`config.mk`:
```
export PLATFORM = sky130hd
export DESIGN_NAME = mux4_rr_arbiter_flat
export DESIGN_NICKNAME = d
export VERILOG_FILES = /design/src/rtl/mux4_rr_arbiter_if.sv /design/src/rtl/mux4_rr_arbiter.sv /design/src/flat_wrapper.sv
export SDC_FILE = /design/constraint.sdc
export NUM_CORES = 1
export LEC_CHECK = 0
export CAP_MARGIN = 15
export CORE_MARGIN = 2
export CORE_UTILIZATION = 33
export CTS_CLUSTER_DIAMETER = 200
export CTS_CLUSTER_SIZE = 8
export DETAILED_ROUTE_END_ITERATION = 10
export PLACE_DENSITY = 0.73
export SKIP_CTS_REPAIR_TIMING = 1
export SYNTH_ARGS = -nofsm -noshare
export SYNTH_HDL_FRONTEND = slang
export SYNTH_SLANG_ARGS = --single-unit
export TNS_END_PERCENT = 100
```
`constraint.sdc`:
```
create_clock -name clk -period 1.6 [get_ports clk]
set_input_delay 0.24 -clock clk [delete_from_list [all_inputs] [get_ports clk]]
set_output_delay 0.24 -clock clk [all_outputs]
set_load 0.1 [all_outputs]
```
`src/rtl/mux4_rr_arbiter_if.sv`:
```
// Bundle between the four producers, the arbiter and the downstream consumer.
// master: arbiter side. slave: producer/consumer side.
interface mux4_rr_arbiter_if #(
   parameter int W = 8
);
   logic [3:0]     req_i;
   logic [4*W-1:0] data_i;
   logic [3:0]     ack_o;
   logic           out_valid;
   logic [W-1:0]   out_data;
   logic           out_ready;
   logic [1:0]     out_sel;

   modport master (
      input  req_i, data_i, out_ready,
      output ack_o, out_valid, out_data, out_sel
   );

   modport slave (
      output req_i, data_i, out_ready,
      input  ack_o, out_valid, out_data, out_sel
   );
endinterface

```
`src/rtl/mux4_rr_arbiter.sv`:
```
// Round-robin controller for a 4:1 mux sharing one valid/ready output channel.
// A grant lasts until BURST_MAX words are accepted or the owner drops its request;
// every grant is preceded by one arbitration cycle in IDLE.
//
// state | meaning
// IDLE  | arbitrate: pick first requester scanning from ptr, output idle
// GRANT | forward data of requester sel, ack each accepted word
module mux4_rr_arbiter #(
   parameter int W         = 8,
   parameter int BURST_MAX = 4
) (
   input  logic              clk,
   input  logic              reset,
   mux4_rr_arbiter_if.master bus
);

   localparam int CW = $clog2(BURST_MAX) + 1;
   localparam logic [CW-1:0] CNT_LAST = CW'(BURST_MAX - 1);

   localparam logic [0:0] ST_IDLE  = 1'b0;
   localparam logic [0:0] ST_GRANT = 1'b1;

   logic [0:0]    state_q, state_d;
   logic [1:0]    ptr_q, ptr_d;
   logic [1:0]    sel_q, sel_d;
   logic [CW-1:0] cnt_q, cnt_d;

   logic          win_found;
   logic [1:0]    win_idx;
   logic [1:0]    scan_idx;
   logic [W-1:0]  data_sel;
   logic          valid_int;
   logic          xfer;

   // Round-robin search starting at ptr, wrapping 3 -> 0.
   always_comb begin
      win_found = 1'b0;
      win_idx   = ptr_q;
      scan_idx  = ptr_q;
      for (int i = 0; i < 4; i++) begin
         scan_idx = ptr_q + 2'(i);
         if (!win_found && bus.req_i[scan_idx]) begin
            win_found = 1'b1;
            win_idx   = scan_idx;
         end
      end
   end

   // Data mux for the granted requester.
   always_comb begin
      data_sel = '0;
      for (int i = 0; i < 4; i++) begin
         if (sel_q == 2'(i)) begin
            data_sel = bus.data_i[i*W +: W];
         end
      end
   end

   // Output channel; reset forces everything quiet regardless of state.
   always_comb begin
      valid_int     = (state_q == ST_GRANT) && bus.req_i[sel_q] && !reset;
      xfer          = valid_int && bus.out_ready;
      bus.out_valid = valid_int;
      bus.out_data  = valid_int ? data_sel : '0;
      bus.out_sel   = reset ? 2'd0 : sel_q;
      bus.ack_o     = xfer ? (4'b0001 << sel_q) : 4'b0000;
   end

   // Next-state: arbitration in IDLE, burst counting and release in GRANT.
   always_comb begin
      state_d = state_q;
      ptr_d   = ptr_q;
      sel_d   = sel_q;
      cnt_d   = cnt_q;
      case (state_q)
         ST_IDLE: begin
            if (win_found) begin
               sel_d   = win_idx;
               cnt_d   = '0;
               state_d = ST_GRANT;
            end
         end
         default: begin
            if (!bus.req_i[sel_q]) begin
               ptr_d   = sel_q + 2'd1;
               state_d = ST_IDLE;
            end else if (xfer) begin
               if (cnt_q == CNT_LAST) begin
                  ptr_d   = sel_q + 2'd1;
                  state_d = ST_IDLE;
               end else begin
                  cnt_d = cnt_q + 1'b1;
               end
            end
         end
      endcase
   end

   // State registers with synchronous reset.
   always_ff @(posedge clk) begin
      if (reset) begin
         state_q <= ST_IDLE;
         ptr_q   <= 2'd0;
         sel_q   <= 2'd0;
         cnt_q   <= '0;
      end else begin
         state_q <= state_d;
         ptr_q   <= ptr_d;
         sel_q   <= sel_d;
         cnt_q   <= cnt_d;
      end
   end

endmodule

```
`src/flat_wrapper.sv`:
```
// flat-port wrapper written by rule: the top's interface ports become plain ports
module mux4_rr_arbiter_flat 
#(
   parameter int W         = 8,
   parameter int BURST_MAX = 4
)
  (clk, reset, bus_req_i, bus_data_i, bus_out_ready, bus_ack_o, bus_out_valid, bus_out_data, bus_out_sel);
  mux4_rr_arbiter_if #(.W(W)) bus_i ();
  input  logic clk;
  input  logic reset;
  input wire logic [$bits(bus_i.req_i)-1:0] bus_req_i;
  input wire logic [$bits(bus_i.data_i)-1:0] bus_data_i;
  input wire logic [$bits(bus_i.out_ready)-1:0] bus_out_ready;
  output wire logic [$bits(bus_i.ack_o)-1:0] bus_ack_o;
  output wire logic [$bits(bus_i.out_valid)-1:0] bus_out_valid;
  output wire logic [$bits(bus_i.out_data)-1:0] bus_out_data;
  output wire logic [$bits(bus_i.out_sel)-1:0] bus_out_sel;
  assign bus_i.req_i = bus_req_i;
  assign bus_i.data_i = bus_data_i;
  assign bus_i.out_ready = bus_out_ready;
  assign bus_ack_o = bus_i.ack_o;
  assign bus_out_valid = bus_i.out_valid;
  assign bus_out_data = bus_i.out_data;
  assign bus_out_sel = bus_i.out_sel;
  mux4_rr_arbiter #(.W(W), .BURST_MAX(BURST_MAX)) u_core (.clk(clk), .reset(reset), .bus(bus_i));
endmodule
```
---- Word level (Yosys, flattened, before mapping) ----
Index checks and enable logic that the tools add are counted.
operators by class
  $add $sub $neg .......................... 5
  $lt $le $gt $ge ......................... 5
  equality and inequality tests ........... 9
  shift operators ......................... 1
  muxes and demuxes ....................... 37
  bitwise operators ....................... 1
  reductions and logical operators ........ 15
operator list
  kind                 count
  $mux 8               5
  $lt 2x3->1 const B   5
  $mux 3               5
  $mux 1               14
  $mux 2               7
  $bmux 1 s2           5
  $ne 2x2->1 const B   4
  $logic_and 1x1->1    6
  $add 2x1->2 const B  2
  $add 2x2->2 const B  2
  $eq 2x2->1 const B   2
  $logic_not 1->1      4
  $mux 4               1
  $reduce_and 4->1     1
  $shl 1x2->4 const A  1
  $add 3x1->3 const B  1
  $eq 3x2->1 const B   1
  $reduce_and 3->1     1
  $eq 2x1->1 const B   1
  $logic_not 2->1      1
  $ne 2x1->1 const B   1
  $reduce_and 2->1     1
  $reduce_bool 2->1    1
  $not 1->1            1
word-level totals
  register bits after elaboration ......... 8
  output and inout port bits .............. 15

---- Depth between registers and ports, before layout ----
Gate-level depths: netlist of run 1.
  depth in word-level cells ............... 14
  gate-level depth with buffers ........... 8
  gate-level depth less buffers ........... 6

---- Least setup slack after synthesis of run 1 ----
No wires, ideal clock.
  path type ............................... register -> output
  start point ............................. reg u_core.sel_q[0]
  end point ............................... out bus_out_data[6]
  data arrival time ....................... 2.550 ns
  required time ........................... 1.360 ns
  path slack .............................. -1.190 ns
  stages on the path, launching flop included .. 9
  path buffers ............................ 2
  path through ............................ dfxtp_1 inv_1 ha_1 clkbuf_1 clkbuf_1 a21oi_1 o21ai_0 a22oi_1 nor2_1
on the way
  word-level cells in the longest chain between the ends .. 6
  elaborated cells between the ends (all ways) .. 13
  those cells by class .................... 3 x eq/ne; 7 x mux; 3 x reduce/logical
ends and longest elaborated chain
  item                    RTL line                RTL
  start, declared         mux4_rr_arbiter.sv:25   logic [1:0] sel_q, sel_d;
  start signal, assigned  mux4_rr_arbiter.sv:109  sel_q <= sel_d;
  $logic_not 2->1         mux4_rr_arbiter.sv:53   if (sel_q == 2'(i)) begin
  $mux 8 (4 in series)    mux4_rr_arbiter.sv:53
  $mux 8 *                mux4_rr_arbiter.sv:64   bus.out_data = valid_int ? data_sel : '0;
  end, declared           flat_wrapper.sv:16      output wire logic [$bits(bus_i.out_data)-1:0] bus_out_data;
Every way passes the cells marked *; elsewhere a longest branch is shown, timed or not. The select of a mux whose other input is x is not followed.

---- Final worst setup path of run 1 ----
  start point ............................. reg u_core.sel_q[0]
  end point ............................... out bus_out_data[1]
The elaborated chain is that of the path after synthesis.

==> results of run 1 <==
==> metal layers <==
| metal | wire length [um] | up-vias | share of wire | GRT usage |
|---|---|---|---|---|
| li1 | - | 589 | - | - |
| met1 | 1360 | 534 | 0.41 | 0.225 |
| met2 | 1750 | 52 | 0.52 | 0.378 |
| met3 | 187 | 5 | 0.056 | 0.0302 |
| met4 | 55 | 0 | 0.016 | 0.0986 |
| met5 | 0 | - | 0 | 0 |
==> worst min-delay path: stages (launching register included) <==
cell and delay, ns:
dfxtp_1 0.31, nand4b_1 0.08, o21ai_0 0.07
==> where the power goes <==
part	total [mW]	internal, mW	switching, mW
clock	0.175	0.0961	0.0793
sequential	0.231	0.213	0.0175
combinational	0.702	0.339	0.363
total	1.11	0.648	0.460
==> cell type report <==
type                    instances  area, sq um
flip-flops and latches          8          165
clock buffers                   4         26.3
fillers                       168          531
inverters                      16         67.6
well taps                      30         37.5
repair buffers                 77          892
multi-input cells              94          803
==> metrics by stage <==
stage	worst slack, ns	TNS, ns	area, sq um
global placement	-0.490	-6.96	1830
global route	-0.534	-6.81	1990
finish	-0.470	-5.57	1990
detailed placement	-0.507	-7.59	1830
CTS	-0.602	-6.97	1860
floorplan	-0.381	-3.22	998
==> placed cells by master (no fill, tap or decap), types with 2 or more instances in the layout <==
cell type	instances
a211oi_1	2
a21oi_1	16
a21oi_2	2
a22oi_2	8
and2_4	4
buf_12	17
buf_4	21
clkbuf_4	3
clkdlybuf4s50_1	37
clkinvlp_4	2
dfxtp_1	6
ha_1	3
ha_4	2
inv_1	13
nand2_1	9
nand4b_1	3
nor2_1	2
nor2_4	9
nor3_1	2
nor3b_1	2
o21ai_0	4
o21ai_1	6
==> flip-flops by register name (all words and copies together), names as in the netlist <==
| register | count |
|---|---|
| u_core.cnt_q | 3 |
| u_core.sel_q | 2 |
| u_core.ptr_q | 2 |
| u_core.state_q | 1 |
==> worst paths after layout <==
check                                                  start                            to  depth (start not counted)
worst min register to register  u_core.cnt_q[2]$_SDFFE_PP0P_  u_core.cnt_q[2]$_SDFFE_PP0P_                          2
worst max-delay path            u_core.sel_q[0]$_SDFFE_PP0P_               bus_out_data[1]                          8
worst max register to register  u_core.sel_q[0]$_SDFFE_PP0P_  u_core.ptr_q[1]$_SDFFE_PP0P_                          5
worst min-delay path            u_core.cnt_q[2]$_SDFFE_PP0P_  u_core.cnt_q[2]$_SDFFE_PP0P_                          2
==> cell families after synthesis <==
family,after synthesis,synth area share
AOI/OAI and AO/OA,46,0.340
adders and majority gates,6,0.0839
buffers and inverters,25,0.122
DFF,8,0.179
muxes,2,0.0364
and+or+nand+nor,40,0.239
==> results.yml, run 1 <==
setup_path:
  startpoint_type: "register"
  crit_type: "reg -> out"
  critPathCaptureType: "output pin"
  cp.required_ns: 1.36
  arrival_ns: 1.83
  critPathSlowestCell: "dfxtp_4"
  path_delay_family: "compound AO/OA/AOI/OAI gates"
  cpPeakStageDelay_ns: 0.40
  cp_cell_sequence: "clkinvlp_4, ha_4, buf_4, a21oi_1, o21ai_2, a22oi_2, nor2_4, buf_12"
  path_buf_inv: 3
  rrSetupSlack_ns: -0.01
  path_max_fanout: 6
layout:
  final_util: 0.790
  drive_gt1_frac: 0.422
  stdcell_count: 229
  nets: 245
  area_growth_pct: 123
  n_antenna_cell: 0
synth:
  yosysMostFrequentCell: "a21oi_1"
  avgSynthCellArea_sq_um: 7.04
  synth_flop_cell: "dfxtp_1"
  yosysUniqueCellTypes: 32
  yosysSeqAreaShare: 0.179
  synth-edff-count: 0
  synth.cell_area_sq_um: 895
  ys_top_cells_by_count: "a21oi_1, inv_1, nor2_1"
  async_reset_ff_frac: 0
  synth.area.top_cells: "dfxtp_1, a21oi_1, ha_1, a22oi_1, inv_1"
  synthesis.nets: 172
  synthCells: 127
  synth_warnings: 0
  ys_ff_latch: 8
  yosysTopAreaCell: "dfxtp_1"
  synth_top_area_frac: 0.179
global_route:
  grt_pass1_wl_um: 5120
  grt_overflow: 0
  first_global_vias: 1134
  antenna_found_initial: 0
  grt_max_degree: 18
  track_usage: 0.205
die:
  placementRows: 18
  die_x_um: 56.1
  pin_count: 54
  start_util: 0.355
  coreArea_sq_um: 2520
  die_area_sq_um: 3140
  die_y_um: 56.1
clocking:
  cts.clk_slew.worst_paths_ns: 0.06
  cts_root_buf: "clkbuf_4"
  clk_latency_ns: 0.27
  clk_path_buf_depth: 2
  numCtsBuffers: 3
  cts_tree: "done"
  cts_htree_levels: 1
  clock_sinks: 8
sta:
  hold_viol: 0
  slew_headroom: 0.779
  rsz0062_at_grt: "yes"
  hold_ws_ns: 0.511
  setup_ws_ns: -0.470
  tightest_slew_ns: 0.331
  drv_slew: 0
  setup_viol: 14
  finalCritPeriodShare: 1.29
  fmax_mhz: 483
  clock_skew_ns: 0.00945
  min_period_ns: 2.07
placed_design:
  place.port_buffers: 53
  dp_hpwl_um: 2630
  gp_congestion: 0.884
  dp.cells: 222
flow_run:
  max-cap-violations: 0
route:
  firstDrtPassIters: 4
  routedWlPerCell_um: 14.6
  wl_um: 3350
  drc: 0
  vias: 1180
  antenna_left: 0
  avgViaCountPerCell: 5.15
  drt_iter0_markers: 53
pwr:
  ir_drop_uv: 512
  total_power_mw: 1.11
  power_density_nw_per_um2: 556
  leakage_nw: 0.790
status:
  violations: "negative setup slack"
  status: "complete, but fails checks"
worst_hold_path:
  min_path_type: "reg -> reg"
Power figures use the tool's default switching activity.
==> run 2: changes to the inputs <==
--- a/config.mk
+++ b/config.mk
@@ -16,4 +16,4 @@
 export SYNTH_ARGS = -nofsm -noshare
 export SYNTH_HDL_FRONTEND = slang
 export SYNTH_SLANG_ARGS = --single-unit
-export TNS_END_PERCENT = 100
+export TNS_END_PERCENT = 30
==> run 2 against run 1 <==
The flow still finishes with violations (negative setup slack). Sequential power is 2% lower. Final cell count is 1.3% lower. First-iteration DRC count is 17% lower. Count of clock-buffer cells in the layout stayed put. Cell area is 0.44% lower. Combinational power is 2% lower. Highest routed layer unchanged. Critical endpoint is now bus_out_data[7]. Sequential share of layout area is 0.16 points higher. Worst setup slack better by 0.038 ns. Wire length is 4.2% lower. Via count is 0.25% higher.
==> results.yml, run 2 (same netlist as run 1, synthesis figures left out) <==
status:
  status: "complete, but fails checks"
  violations: "negative setup slack"
pwr:
  total_power_mw: 1.09
  clkPwrFrac: 0.159
  leakage_nw: 0.801
  power_density_nw_per_um2: 548
  p_switching_uw: 448
  pwr-share-seq: 0.209
  power_frac_comb: 0.632
  ir_drop_uv: 534
  switching_share: 0.413
  intPower_uw: 638
setup_path:
  crit_top_cell: "buf_12"
  startpoint_type: "register"
  cp.required_ns: 1.36
  path_max_fanout: 8
  arrival_ns: 1.79
  crit_type: "reg -> out"
  path_delay_family: "multiplexers"
  path_buf_inv: 2
  critPathSlowestCell: "mux4_2"
  critPathCaptureType: "output pin"
  cpPeakStageDelay_ns: 0.53
  cp_cell_sequence: "mux4_2, nand2_2, or2_4, buf_12, nor2_4, buf_12"
die:
  start_util: 0.355
  pin_count: 54
  die_x_um: 56.1
  die_area_sq_um: 3140
  placementRows: 18
  coreArea_sq_um: 2520
  die_y_um: 56.1
clocking:
  cts_root_buf: "clkbuf_4"
  numCtsBuffers: 3
  cts.clk_slew.worst_paths_ns: 0.06
  cts_tree: "done"
  clk_path_buf_depth: 2
  clk_latency_ns: 0.26
  clock_sinks: 8
  cts_htree_levels: 1
sta:
  setup_ws_ns: -0.432
  drv_slew: 0
  setup_viol: 15
  finalCritPeriodShare: 1.27
  slew_headroom: 0.801
  fmax_mhz: 492
  hold_ws_ns: 0.458
  tightest_slew_ns: 0.297
  hold_viol: 0
  clock_skew_ns: 0.00627
  rsz0062_at_grt: "yes"
  min_period_ns: 2.03
layout:
  regMostFlops: "u_core.cnt_q"
  final_common_cell: "clkdlybuf4s50_1"
  largest_reg_flops: 3
  n_antenna_cell: 0
  reg_top3: "u_core.cnt_q x3, u_core.ptr_q x2, u_core.sel_q x2"
  area_growth_pct: 122
  final_util: 0.786
  drive_gt1_frac: 0.403
  final_cell_mix: "clkdlybuf4s50_1, buf_4, buf_12, a21oi_1, inv_1"
  nets: 242
global_route:
  first_global_vias: 1155
  track_usage: 0.195
  grt_overflow: 0
  antenna_found_initial: 0
  grt_max_degree: 18
  grt_pass1_wl_um: 5000
route:
  routedWlPerCell_um: 14.2
  antenna_left: 0
  wl_um: 3210
  drt_iter0_markers: 44
  firstDrtPassIters: 4
  drc: 0
  avgViaCountPerCell: 5.23
  vias: 1183
worst_hold_path:
  min_path_type: "in -> reg"
placed_design:
  gp_congestion: 0.850
  place.port_buffers: 53
  dp_worst_setup_slack_ns: -0.517
  dp_hpwl_um: 2500
flow_run:
  max-cap-violations: 0
run 2: cell types whose count changed in the layout (fill, tap and decap cells not counted), sizes merged:
| cell | change |
|---|---|
| buf | -3 |
| clkdlybuf4s50 | -2 |
| dlymetal6s2s | +2 |
run 2: final cells by class:
cell class | instances | area [sq um]
fillers | 169 | 539
inverters | 16 | 67.6
multi-input cells | 94 | 806
flip-flops and latches | 8 | 168
repair buffers | 74 | 878
well taps | 30 | 37.5
clock buffers | 4 | 26.3
run 2: metal layers:
layer,GRT usage,part of all wire
met2,0.361,0.52
met4,0.0442,0.0084
met5,0,0
met3,0.00930,0.050
met1,0.246,0.42
run 2: through the flow:
stage          std cells  setup TNS [ns]  cell area (sq um)
5_1_grt              226           -6.31               1980
4_1_cts              223           -6.54               1820
3_5_place_dp         219           -7.58               1800
6_report             226           -5.37               1980
2_1_floorplan        127           -4.20                988
3_3_place_gp         219           -6.90               1800
run 2: path summary, 6_finish.rpt:
check        depth (start not counted)                          from  slack (ns)                           end
max reg2reg                          5  u_core.sel_q[0]$_SDFFE_PP0P_       -0.01  u_core.ptr_q[1]$_SDFFE_PP0P_
min reg2reg                          2  u_core.cnt_q[2]$_SDFFE_PP0P_        0.53  u_core.cnt_q[2]$_SDFFE_PP0P_
min                                  5                  bus_req_i[2]        0.46  u_core.sel_q[0]$_SDFFE_PP0P_
max                                  6  u_core.sel_q[0]$_SDFFE_PP0P_       -0.43               bus_out_data[7]
run 2: worst min-delay path, stage by stage:
cell and delay (ns):
dlymetal6s2s_1 0.10, buf_4 0.14, o41ai_4 0.08, nand2_1 0.07, a21oi_1 0.05
run 2: power by group through the flow:
stage | sequential (mW) | combinational, mW | clock [mW]
6_report | 0.227 | 0.686 | 0.172
5_1_grt | 0.229 | 0.732 | 0.178
4_1_cts | 0.227 | 0.606 | 0.176
3_5_place_dp | 0.231 | 0.603 | 0
3_3_place_gp | 0.229 | 0.595 | 0
2_1_floorplan | 0.228 | 0.348 | 0
